[src/rtl/mul_reg_datain_pkg.sv]
// Shared constants for the 8-entry data register file: FSM encodings,
// register addresses and register count, also used by the read multiplexer.
package mul_reg_datain_pkg;

   localparam int NUM_REGS = 8;
   localparam int ADDR_W   = 3;

   localparam logic [ADDR_W-1:0] ADDR_000 = 3'b000;
   localparam logic [ADDR_W-1:0] ADDR_001 = 3'b001;
   localparam logic [ADDR_W-1:0] ADDR_010 = 3'b010;
   localparam logic [ADDR_W-1:0] ADDR_011 = 3'b011;
   localparam logic [ADDR_W-1:0] ADDR_100 = 3'b100;
   localparam logic [ADDR_W-1:0] ADDR_101 = 3'b101;
   localparam logic [ADDR_W-1:0] ADDR_110 = 3'b110;
   localparam logic [ADDR_W-1:0] ADDR_111 = 3'b111;

   typedef enum logic {
      ST_IDLE  = 1'b0,
      ST_CLEAR = 1'b1
   } state_t;

endpackage

[src/rtl/mul_reg_datain_reg_byte_cell.sv]
// One WIDTH-bit storage register with write enable; loads RESET_VALUE
// asynchronously while rst_n is low.
module reg_byte_cell #(
   parameter int                WIDTH       = 8,
   parameter logic [WIDTH-1:0]  RESET_VALUE = '0
) (
   input  logic             clk,
   input  logic             rst_n,
   input  logic             we,
   input  logic [WIDTH-1:0] d,
   output logic [WIDTH-1:0] q
);

   logic [WIDTH-1:0] q_reg;

   always_ff @(posedge clk or negedge rst_n) begin
      if (!rst_n) begin
         q_reg <= RESET_VALUE;
      end else if (we) begin
         q_reg <= d;
      end
   end

   assign q = q_reg;

endmodule

[src/rtl/mul_reg_datain.sv]
// Write side of the 8-entry data register file: handshaked single writes,
// an 8-cycle bulk-clear sweep, and all register contents presented in parallel.
module mul_reg_datain
   import mul_reg_datain_pkg::*;
#(
   parameter int                WIDTH          = 8,
   parameter logic [WIDTH-1:0]  RESET_VALUE    = '0,
   parameter logic [WIDTH-1:0]  CLEAR_VALUE    = '0,
   parameter bit                REG0_HARDWIRED = 1'b0
) (
   input  logic              clk,
   input  logic              rst_n,
   input  logic [ADDR_W-1:0] Datain_address,
   input  logic              Enable_in,
   input  logic [WIDTH-1:0]  Datain,
   input  logic              Clear_req,
   output logic              Busy,
   output logic              Wr_ack,
   output logic              Wr_reject,
   output logic              Clear_done,
   output logic [WIDTH-1:0]  out_000,
   output logic [WIDTH-1:0]  out_001,
   output logic [WIDTH-1:0]  out_010,
   output logic [WIDTH-1:0]  out_011,
   output logic [WIDTH-1:0]  out_100,
   output logic [WIDTH-1:0]  out_101,
   output logic [WIDTH-1:0]  out_110,
   output logic [WIDTH-1:0]  out_111
);

   state_t            state_reg, state_next;
   logic [ADDR_W-1:0] cnt_reg, cnt_next;
   logic              ack_reg, ack_next;
   logic              reject_reg, reject_next;
   logic              done_reg, done_next;

   logic              wr_fire;
   logic [ADDR_W-1:0] wr_addr;
   logic [WIDTH-1:0]  wr_data;
   logic [WIDTH-1:0]  reg_q [NUM_REGS];

   always_ff @(posedge clk or negedge rst_n) begin
      if (!rst_n) begin
         state_reg  <= ST_IDLE;
         cnt_reg    <= '0;
         ack_reg    <= 1'b0;
         reject_reg <= 1'b0;
         done_reg   <= 1'b0;
      end else begin
         state_reg  <= state_next;
         cnt_reg    <= cnt_next;
         ack_reg    <= ack_next;
         reject_reg <= reject_next;
         done_reg   <= done_next;
      end
   end

   // Clear wins over a simultaneous write; any write seen during the sweep is rejected.
   always_comb begin
      state_next  = state_reg;
      cnt_next    = cnt_reg;
      ack_next    = 1'b0;
      reject_next = 1'b0;
      done_next   = 1'b0;
      wr_fire     = 1'b0;
      wr_addr     = Datain_address;
      wr_data     = Datain;
      unique case (state_reg)
         ST_IDLE: begin
            if (Clear_req) begin
               state_next  = ST_CLEAR;
               cnt_next    = '0;
               reject_next = Enable_in;
            end else if (Enable_in) begin
               if (REG0_HARDWIRED && (Datain_address == ADDR_000)) begin
                  reject_next = 1'b1;
               end else begin
                  wr_fire  = 1'b1;
                  ack_next = 1'b1;
               end
            end
         end
         ST_CLEAR: begin
            wr_fire     = 1'b1;
            wr_addr     = cnt_reg;
            wr_data     = CLEAR_VALUE;
            reject_next = Enable_in;
            cnt_next    = ADDR_W'(cnt_reg + 1'b1);
            if (cnt_reg == ADDR_111) begin
               state_next = ST_IDLE;
               cnt_next   = '0;
               done_next  = 1'b1;
            end
         end
         default: state_next = ST_IDLE;
      endcase
   end

   genvar gi;
   generate
      for (gi = 0; gi < NUM_REGS; gi++) begin : g_reg
         if (gi == 0 && REG0_HARDWIRED) begin : g_tied
            // Hardwired slot: sweep writes to it are harmless no-ops.
            assign reg_q[gi] = RESET_VALUE;
         end else begin : g_cell
            reg_byte_cell #(
               .WIDTH       (WIDTH),
               .RESET_VALUE (RESET_VALUE)
            ) u_cell (
               .clk   (clk),
               .rst_n (rst_n),
               .we    (wr_fire && (wr_addr == ADDR_W'(gi))),
               .d     (wr_data),
               .q     (reg_q[gi])
            );
         end
      end
   endgenerate

   assign Busy       = (state_reg == ST_CLEAR);
   assign Wr_ack     = ack_reg;
   assign Wr_reject  = reject_reg;
   assign Clear_done = done_reg;

   assign out_000 = reg_q[ADDR_000];
   assign out_001 = reg_q[ADDR_001];
   assign out_010 = reg_q[ADDR_010];
   assign out_011 = reg_q[ADDR_011];
   assign out_100 = reg_q[ADDR_100];
   assign out_101 = reg_q[ADDR_101];
   assign out_110 = reg_q[ADDR_110];
   assign out_111 = reg_q[ADDR_111];

endmodule

[config.mk]
export PLATFORM = sky130hd
export DESIGN_NAME = mul_reg_datain
export DESIGN_NICKNAME = d
export VERILOG_FILES = /design/src/rtl/mul_reg_datain_pkg.sv /design/src/rtl/mul_reg_datain_reg_byte_cell.sv /design/src/rtl/mul_reg_datain.sv
export SDC_FILE = /design/constraint.sdc
export NUM_CORES = 1
export LEC_CHECK = 0
export CORE_MARGIN = 4
export CORE_UTILIZATION = 25
export DETAILED_ROUTE_END_ITERATION = 7
export PLACE_DENSITY = 0.56
export SLEW_MARGIN = 10
export SYNTH_ARGS = -nofsm -noshare
export SYNTH_HDL_FRONTEND = slang
export SYNTH_SLANG_ARGS = --single-unit
[constraint.sdc]
create_clock -name clk -period 3.4 [get_ports clk]
set_input_delay 0.68 -clock clk [delete_from_list [all_inputs] [get_ports clk]]
set_output_delay 0.68 -clock clk [all_outputs]
set_load 0.03 [all_outputs]
=== After elaboration in Yosys (flattened, before gate mapping) ===
Cells that the tools add are included.

* Eq/ne operators: 9
* Mux-type cells: 16
* Multiply operators: 0
* Shift operators: 0
* Reduce and logical (&&, ||, !) cells: 9
* Div/mod/pow operators: 0
* Bitwise gates (word level): 1
* $lt $le $gt $ge: 0
* Add/sub/neg operators: 1

{| class="wikitable"
|+ Operators with widths
! operator !! count
|-
| $eq 3x3->1 const B || 5
|-
| $mux 3 || 3
|-
| $logic_and 1x1->1 || 8
|-
| $mux 1 || 8
|-
| $mux 8 || 1
|-
| $eq 3x2->1 const B || 2
|-
| $pmux 1 s2 || 3
|-
| $pmux 3 s2 || 1
|-
| $add 3x1->3 const B || 1
|-
| $eq 3x1->1 const B || 1
|-
| $logic_not 3->1 || 1
|-
| $ne 2x2->1 const B || 1
|-
| $not 1->1 || 1
|}

* Bits in latches: 0
* Memory bits (writable): 0
* Bits in read-only memories: 0
* Memories kept: 0
* Output and inout port bits: 68
* Bits in registers: 71

=== Depth between registers and ports, before layout ===
Gate-level depths: netlist (run 1).

* Word-level depth: 4
* Mapped depth: 5
* Depth with buffers taken out: 4

=== By module ===
A second synthesis (run 1) with hierarchy kept.

* Cells, all modules: 189
* Area, all modules: 3155.5 um^2

{| class="wikitable"
|+ Modules (own cells, without submodules)
! module !! area each (um^2) !! times used !! cells an instance
|-
| reg_byte_cell || 331.6 || 8 || 17
|-
| mul_reg_datain || 503.0 || 1 || 53
|}

=== Least setup slack after synthesis (run 1) ===
OpenSTA, ideal clock, no wires.

* Path kind: in2reg
* From: input port Clear_req
* To: register g_reg[1].g_cell.u_cell.q_reg[0]
* Data arrival time: 1.759 ns
* Setup time: 0.079 ns
* Data required time: 3.321 ns
* Stages on the path: 4
* Slack: 1.562 ns
* Cells stage by stage: or3_1 buf_2 nor3_4 mux2i_1

* Cells in the longest elaborated chain, start to end: 3

{| class="wikitable"
|+ Ends and longest elaborated chain
! element !! line !! text
|-
| start: declaration || mul_reg_datain.sv:16 || <nowiki>input logic Clear_req,</nowiki>
|-
| $mux 1 || mul_reg_datain.sv:70 || <nowiki>if (Clear_req) begin</nowiki>
|-
| $pmux 1 s2 || mul_reg_datain.sv:68 || <nowiki>unique case (state_reg)</nowiki>
|-
| $logic_and 1x1->1 || mul_reg_datain.sv:112 || <nowiki>.we (wr_fire && (wr_addr == ADDR_W'(gi))),</nowiki>
|-
| end signal: assignment || mul_reg_datain_reg_byte_cell.sv:18 || <nowiki>q_reg <= RESET_VALUE;</nowiki>
|-
| end signal: assignment || mul_reg_datain_reg_byte_cell.sv:20 || <nowiki>q_reg <= d;</nowiki>
|-
| end: declaration || mul_reg_datain_reg_byte_cell.sv:14 || <nowiki>logic [WIDTH-1:0] q_reg;</nowiki>
|}

No other way between the ends.
A chain may end at the register's enable or synchronous reset.

=== Worst setup path in the final report (run 1) ===
* From: register state_reg, in the netlist Busy
* To: output port Busy

{| class="wikitable"
|+ RTL lines
! element !! line !! text
|-
| start: declaration || mul_reg_datain.sv:31 || <nowiki>state_t state_reg, state_next;</nowiki>
|-
| start signal: assignment || mul_reg_datain.sv:50 || <nowiki>state_reg <= state_next;</nowiki>
|-
| end: declaration || mul_reg_datain.sv:17 || <nowiki>output logic Busy,</nowiki>
|}

No word-level cell between the ends.

==> results of run 1 <==
==> layout make-up <==
cell class                      count  area (um2)
Fill cell                        1187        7350
Sequential cell                    71        1780
Multi-Input combinational cell    163        1160
Timing Repair Buffer               83         836
Clock buffer                       10         239
Tap cell                          143         179
Clock inverter                      6        45.0
Inverter                            9        33.8
==> cells in the final DEF, fill, tap and decap left out, types with 3 or more instances in the layout <==
cell,instances
nand4b_1,3
mux2i_1,65
dfrtp_1,71
nor2_2,4
inv_1,9
clkdlybuf4s50_1,81
clkinvlp_4,3
clkbuf_16,9
nand2_1,66
==> per-stage QoR <==
stage,power [W],hold WS (ns),util [%],cell area [um2],setup slack [ns]
after detailed placement,0.00283,0.516,34.3,3980,0.853
after CTS,0.00373,0.439,36.7,4270,0.908
after floorplan,0.00216,0.384,-,3010,1.56
final,0.00368,0.418,36.7,4270,0.938
after global placement,0.00281,0.512,34.3,3980,0.902
after global routing,0.00389,0.480,36.7,4270,0.860
==> final timing paths <==
| path | end | slack (ns) | from |
|---|---|---|---|
| setup / recovery | Busy | 0.94 | Busy |
| setup reg to reg | g_reg[1].g_cell.u_cell.q[0] | 1.41 | Busy |
| max in group asynchronous | g_reg[5].g_cell.u_cell.q[0] | 2.30 | rst_n |
| hold reg to reg | g_reg[1].g_cell.u_cell.q[3] | 0.53 | g_reg[1].g_cell.u_cell.q[3] |
| hold / removal | g_reg[6].g_cell.u_cell.q[1] | 0.42 | rst_n |
| min in group clk | g_reg[1].g_cell.u_cell.q[3] | 0.53 | g_reg[1].g_cell.u_cell.q[3] |
==> metal layers <==
metal	vias to the layer above	global-route usage, %	part of all wire [%]	routed length (um)
li1	1019	-	-	-
met1	1061	17.4	46	4000
met2	53	20.1	47	4040
met3	12	3.99	6.1	529
met4	2	3.52	1.0	91
met5	-	0	0.092	8
==> power groups by stage <==
| stage | registers (W) | clock network [W] | logic (W) |
|---|---|---|---|
| 6_report | 0.00132 | 0.000881 | 0.00148 |
| 5_1_grt | 0.00137 | 0.000938 | 0.00159 |
| 4_1_cts | 0.00133 | 0.000908 | 0.00150 |
| 3_5_place_dp | 0.00134 | 0 | 0.00150 |
| 3_3_place_gp | 0.00134 | 0 | 0.00147 |
| 2_1_floorplan | 0.00174 | 0 | 0.000418 |
==> kinds of logic after synthesis <==
| kind of cell | count (synthesis) |
|---|---|
| compound gates | 3 |
| mux | 65 |
| flops | 71 |
| simple gates | 93 |
| fa+ha+maj | 2 |
| buf+inv | 19 |
==> impl_metrics.py, run 1 <==
metrics = {
    "clock_network": {
        "cts_hold_buf": 0,
        "post_cts_resized": 0,
        "htree_levels": 3,
        "post_cts_buffers": 0,
        "cts.sinks": 71,
        "path_clk_slew_ns": 0.06,
        "clock_latency_ns": 0.33,
        "cts_buffers": 9,
        "cts_tree": "yes",
        "cts_buffer_depth": 2,
        "clockRootBuffer": "clkbuf_16",
    },
    "critical_path": {
        "cp_slowest_cell": "clkdlybuf4s50_1",
        "worstPathRequired_ns": 2.72,
        "path_cells": "clkdlybuf4s50_1",
        "reg2reg_depth": 3,
        "critical_path_class": "flop to primary output",
        "path_depth": 1,
        "cp.arrival_ns": 1.78,
        "worstPathMaxFanout": 18,
        "setup.worst_path.end_class": "primary output",
        "cp_num_buf_inv": 1,
        "start_kind": "flop",
        "max_stage_delay_ns": 0.79,
        "crit_family": "buffers and inverters",
    },
    "power": {
        "p_comb_share_pct": 40.2,
        "power_frac_seq_pct": 35.9,
        "netSwitchingFraction_pct": 39.7,
        "pwr-share-clk_pct": 23.9,
        "leakagePower_nw": 1.88,
        "ir_drop_v": 0.000466,
        "p_switching_w": 0.00146,
        "p_int_w": 0.00222,
        "p_per_area_nw_per_um2": 862,
    },
    "sta": {
        "slew-limit-headroom_pct": 50.6,
        "rsz0062_at_grt": "no",
        "setup_tns_ns": 0,
        "min_period_over_period_pct": 72.4,
        "slew_violations": 0,
        "hold_viol_final": 0,
        "fin_crit_ns": 2.46,
        "final.setup_skew_ns": 0.00654,
        "worstMarginPinSlew_ns": 0.740,
        "setup_viol": 0,
        "fmax_mhz": 406,
    },
    "global_route": {
        "grt_max_degree": 42,
        "antenna_found_initial": 1,
        "grt_pass1_vias": 2344,
        "grt_pass1_wl_um": 13900,
        "overflow": 0,
        "grt_usage_pct": 12.9,
    },
    "yosys": {
        "yosys.cell_types.count": 26,
        "synth_most_common_cell": "dfrtp_1",
        "synth_top_area_cell": "dfrtp_1",
        "seq_area_frac_synth_pct": 59.0,
        "synthMuxAreaShare_pct": 21.6,
        "ys_async_sr_fraction_pct": 100,
        "syn_area_um2": 3010,
        "synth_edf_count": 0,
        "synth_area_leaders": "dfrtp_1, mux2i_1, nand2_1, inv_1, nor3_4",
        "synth-seq-cells": 71,
        "synth_compound_area_share_pct": 0.748,
        "yosysWarnings": 0,
        "synth.top_cell.area_share_pct": 59.0,
        "synthAdderAreaFrac_pct": 0.832,
        "synth-simple-area-share_pct": 15.3,
        "postSynthAreaPerCell_um2": 11.9,
        "synth_nets": 270,
        "synthCells": 253,
        "ys.flop_type": "dfrtp_1",
        "synthXorXnorAreaFrac_pct": 0,
        "netlist_top_cells_count": "dfrtp_1, nand2_1, mux2i_1",
        "synth_top_family_by_area": "multiplexers",
    },
    "placement": {
        "portBuffers": 82,
        "hpwl_um": 5960,
        "placedCellCount": 469,
        "gp_congestion": 0.746,
    },
    "flow_run": {
        "drv_cap": 0,
    },
    "die": {
        "design.die.area_um2": 13900,
        "core-area_um2": 11600,
        "die_h_um": 118,
        "num_rows": 39,
        "ioPinCount": 83,
        "fp.dieW_um": 118,
        "start_util_pct": 25.9,
    },
    "cells_and_area": {
        "largest_reg_flops": 64,
        "fin_nets": 354,
        "instances_no_fill": 485,
        "insertedDiodeCount": 0,
        "syn_to_final_growth_pct": 41.8,
        "drive_above_1_share_pct": 7.31,
    },
    "detailed_routing": {
        "dr_total_vias": 2147,
        "detail-route-antenna-nets": 0,
        "drt-total-wl_um": 8670,
        "dr.pass1.iters": 4,
        "drc": 0,
        "viasPerCell": 4.43,
        "drt_first_iter_violations": 97,
        "wl_per_cell_um": 17.9,
    },
    "worst_hold_path": {
        "hold_class": "input port to async pin",
    },
    "run_status": {
        "status": "completed",
    },
}
Power figures use the tool's default switching activity.
==> run 2: changes to the inputs <==
==> constraint.sdc (replaced) <==
create_clock -name clk -period 2.3 [get_ports clk]
set_input_delay 0.46 -clock clk [delete_from_list [all_inputs] [get_ports clk]]
set_output_delay 0.46 -clock clk [all_outputs]
set_load 0.03 [all_outputs]
==> run 2 against run 1 <==
Compared with the run above:
- first-iteration DRC count is 25% lower
- critical path type unchanged
- critical endpoint unchanged
- largest cell class unchanged
- setup slack worse by 0.64 ns
- sequential power up 46%
- final cell count grew 1.9%
- highest routed layer unchanged
==> impl_metrics.py, run 2 (synthesis gave the netlist of run 1 again) <==
metrics = {
    "run_status": {
        "status": "completed",
    },
    "sta": {
        "final.setup_skew_ns": 0.00763,
        "slew-limit-headroom_pct": 66.4,
        "hold_viol_final": 0,
        "hold_slack_ns": 0.168,
        "setup_viol": 0,
        "min_period_over_period_pct": 87.1,
        "fin_crit_ns": 2.00,
        "rsz0062_at_grt": "no",
        "worstMarginPinSlew_ns": 0.504,
        "fmax_mhz": 499,
        "setup_tns_ns": 0,
        "slew_violations": 0,
    },
    "detailed_routing": {
        "viasPerCell": 4.46,
        "drt_first_iter_violations": 73,
        "drc": 0,
        "wl_per_cell_um": 17.3,
        "dr_total_vias": 2202,
        "dr.pass1.iters": 4,
        "detail-route-antenna-nets": 0,
        "drt-total-wl_um": 8570,
    },
    "critical_path": {
        "cp_num_buf_inv": 1,
        "ff2ff_setup_slack_ns": 0.51,
        "path_cells": "clkdlybuf4s50_1",
        "max_stage_delay_ns": 0.74,
        "crit_family": "buffers and inverters",
        "critical_path_class": "flop to primary output",
        "cp.arrival_ns": 1.54,
        "setup.worst_path.end_class": "primary output",
        "cp_slowest_cell": "clkdlybuf4s50_1",
        "start_kind": "flop",
        "worstPathRequired_ns": 1.84,
        "worstPathMaxFanout": 10,
    },
    "clock_network": {
        "post_cts_resized": 0,
        "cts_hold_buf": 0,
        "cts.sinks": 71,
        "cts_buffer_depth": 2,
        "htree_levels": 3,
        "cts_tree": "yes",
        "cts_buffers": 9,
        "clockRootBuffer": "clkbuf_16",
        "post_cts_buffers": 0,
        "clock_latency_ns": 0.32,
        "path_clk_slew_ns": 0.06,
    },
    "placement": {
        "hpwl_um": 5810,
        "gp_congestion": 0.716,
        "portBuffers": 82,
    },
    "die": {
        "die_h_um": 118,
        "design.die.area_um2": 13900,
        "num_rows": 39,
        "fp.dieW_um": 118,
        "ioPinCount": 83,
        "start_util_pct": 25.9,
        "core-area_um2": 11600,
    },
    "power": {
        "ir_drop_v": 0.000622,
        "p_per_area_nw_per_um2": 1280,
        "leakagePower_nw": 1.95,
    },
    "cells_and_area": {
        "syn_to_final_growth_pct": 45.7,
        "layout_common_cells": "clkdlybuf4s50_1, dfrtp_1, nand2_1",
        "fin_nets": 364,
        "largest_reg_flops": 64,
        "insertedDiodeCount": 0,
        "final_common_cell": "clkdlybuf4s50_1",
        "drive_above_1_share_pct": 9.12,
    },
    "global_route": {
        "grt_pass1_vias": 2402,
        "grt_pass1_wl_um": 13700,
        "grt_max_degree": 72,
        "antenna_found_initial": 1,
        "grt_usage_pct": 12.8,
        "overflow": 0,
    },
    "worst_hold_path": {
        "hold_class": "input port to async pin",
    },
    "flow_run": {
        "drv_cap": 0,
    },
}
## run 2: through the flow
step	utilization [%]	std cells	worst slack, ns	instance area [um2]	power, W
5_1_grt	37.8	494	0.200	4390	0.00593
2_1_floorplan	-	253	0.550	3010	0.00319
3_3_place_gp	35.1	479	0.124	4070	0.00416
4_1_cts	37.8	494	0.260	4390	0.00570
6_report	37.8	494	0.296	4390	0.00562
3_5_place_dp	35.1	479	0.0821	4070	0.00419
## run 2: layout make-up
type	count	area, um2
Clock buffer	12	246
Clock inverter	3	67.6
Fill cell	1169	7230
Inverter	9	33.8
Multi-Input combinational cell	163	1160
Sequential cell	71	1780
Tap cell	143	179
Timing Repair Buffer	93	923
## run 2: report_power, final
part	switching (W)	internal, W
clock network	0.000490	0.000973
logic	0.00132	0.000903
registers	0.000301	0.00163
## run 2: worst paths after layout
kind	startpoint	cells after the start	end
min in group clk	g_reg[2].g_cell.u_cell.q[4]	2	g_reg[2].g_cell.u_cell.q[4]
hold / removal	rst_n	2	g_reg[6].g_cell.u_cell.q[4]
setup reg to reg	Busy	4	g_reg[0].g_cell.u_cell.q[7]
max in group asynchronous	rst_n	2	g_reg[1].g_cell.u_cell.q[0]
setup / recovery	Busy	1	Busy
hold reg to reg	g_reg[2].g_cell.u_cell.q[4]	2	g_reg[2].g_cell.u_cell.q[4]
## run 2: metal layers
| metal | up-vias | GRT usage (%) | part of all wire, % |
|---|---|---|---|
| met5 | - | 0 | 0.15 |
| met1 | 1095 | 16.9 | 47 |
| li1 | 1041 | - | - |
| met3 | 6 | 4.13 | 5.1 |
| met2 | 58 | 19.9 | 47 |
| met4 | 2 | 4.18 | 0.72 |
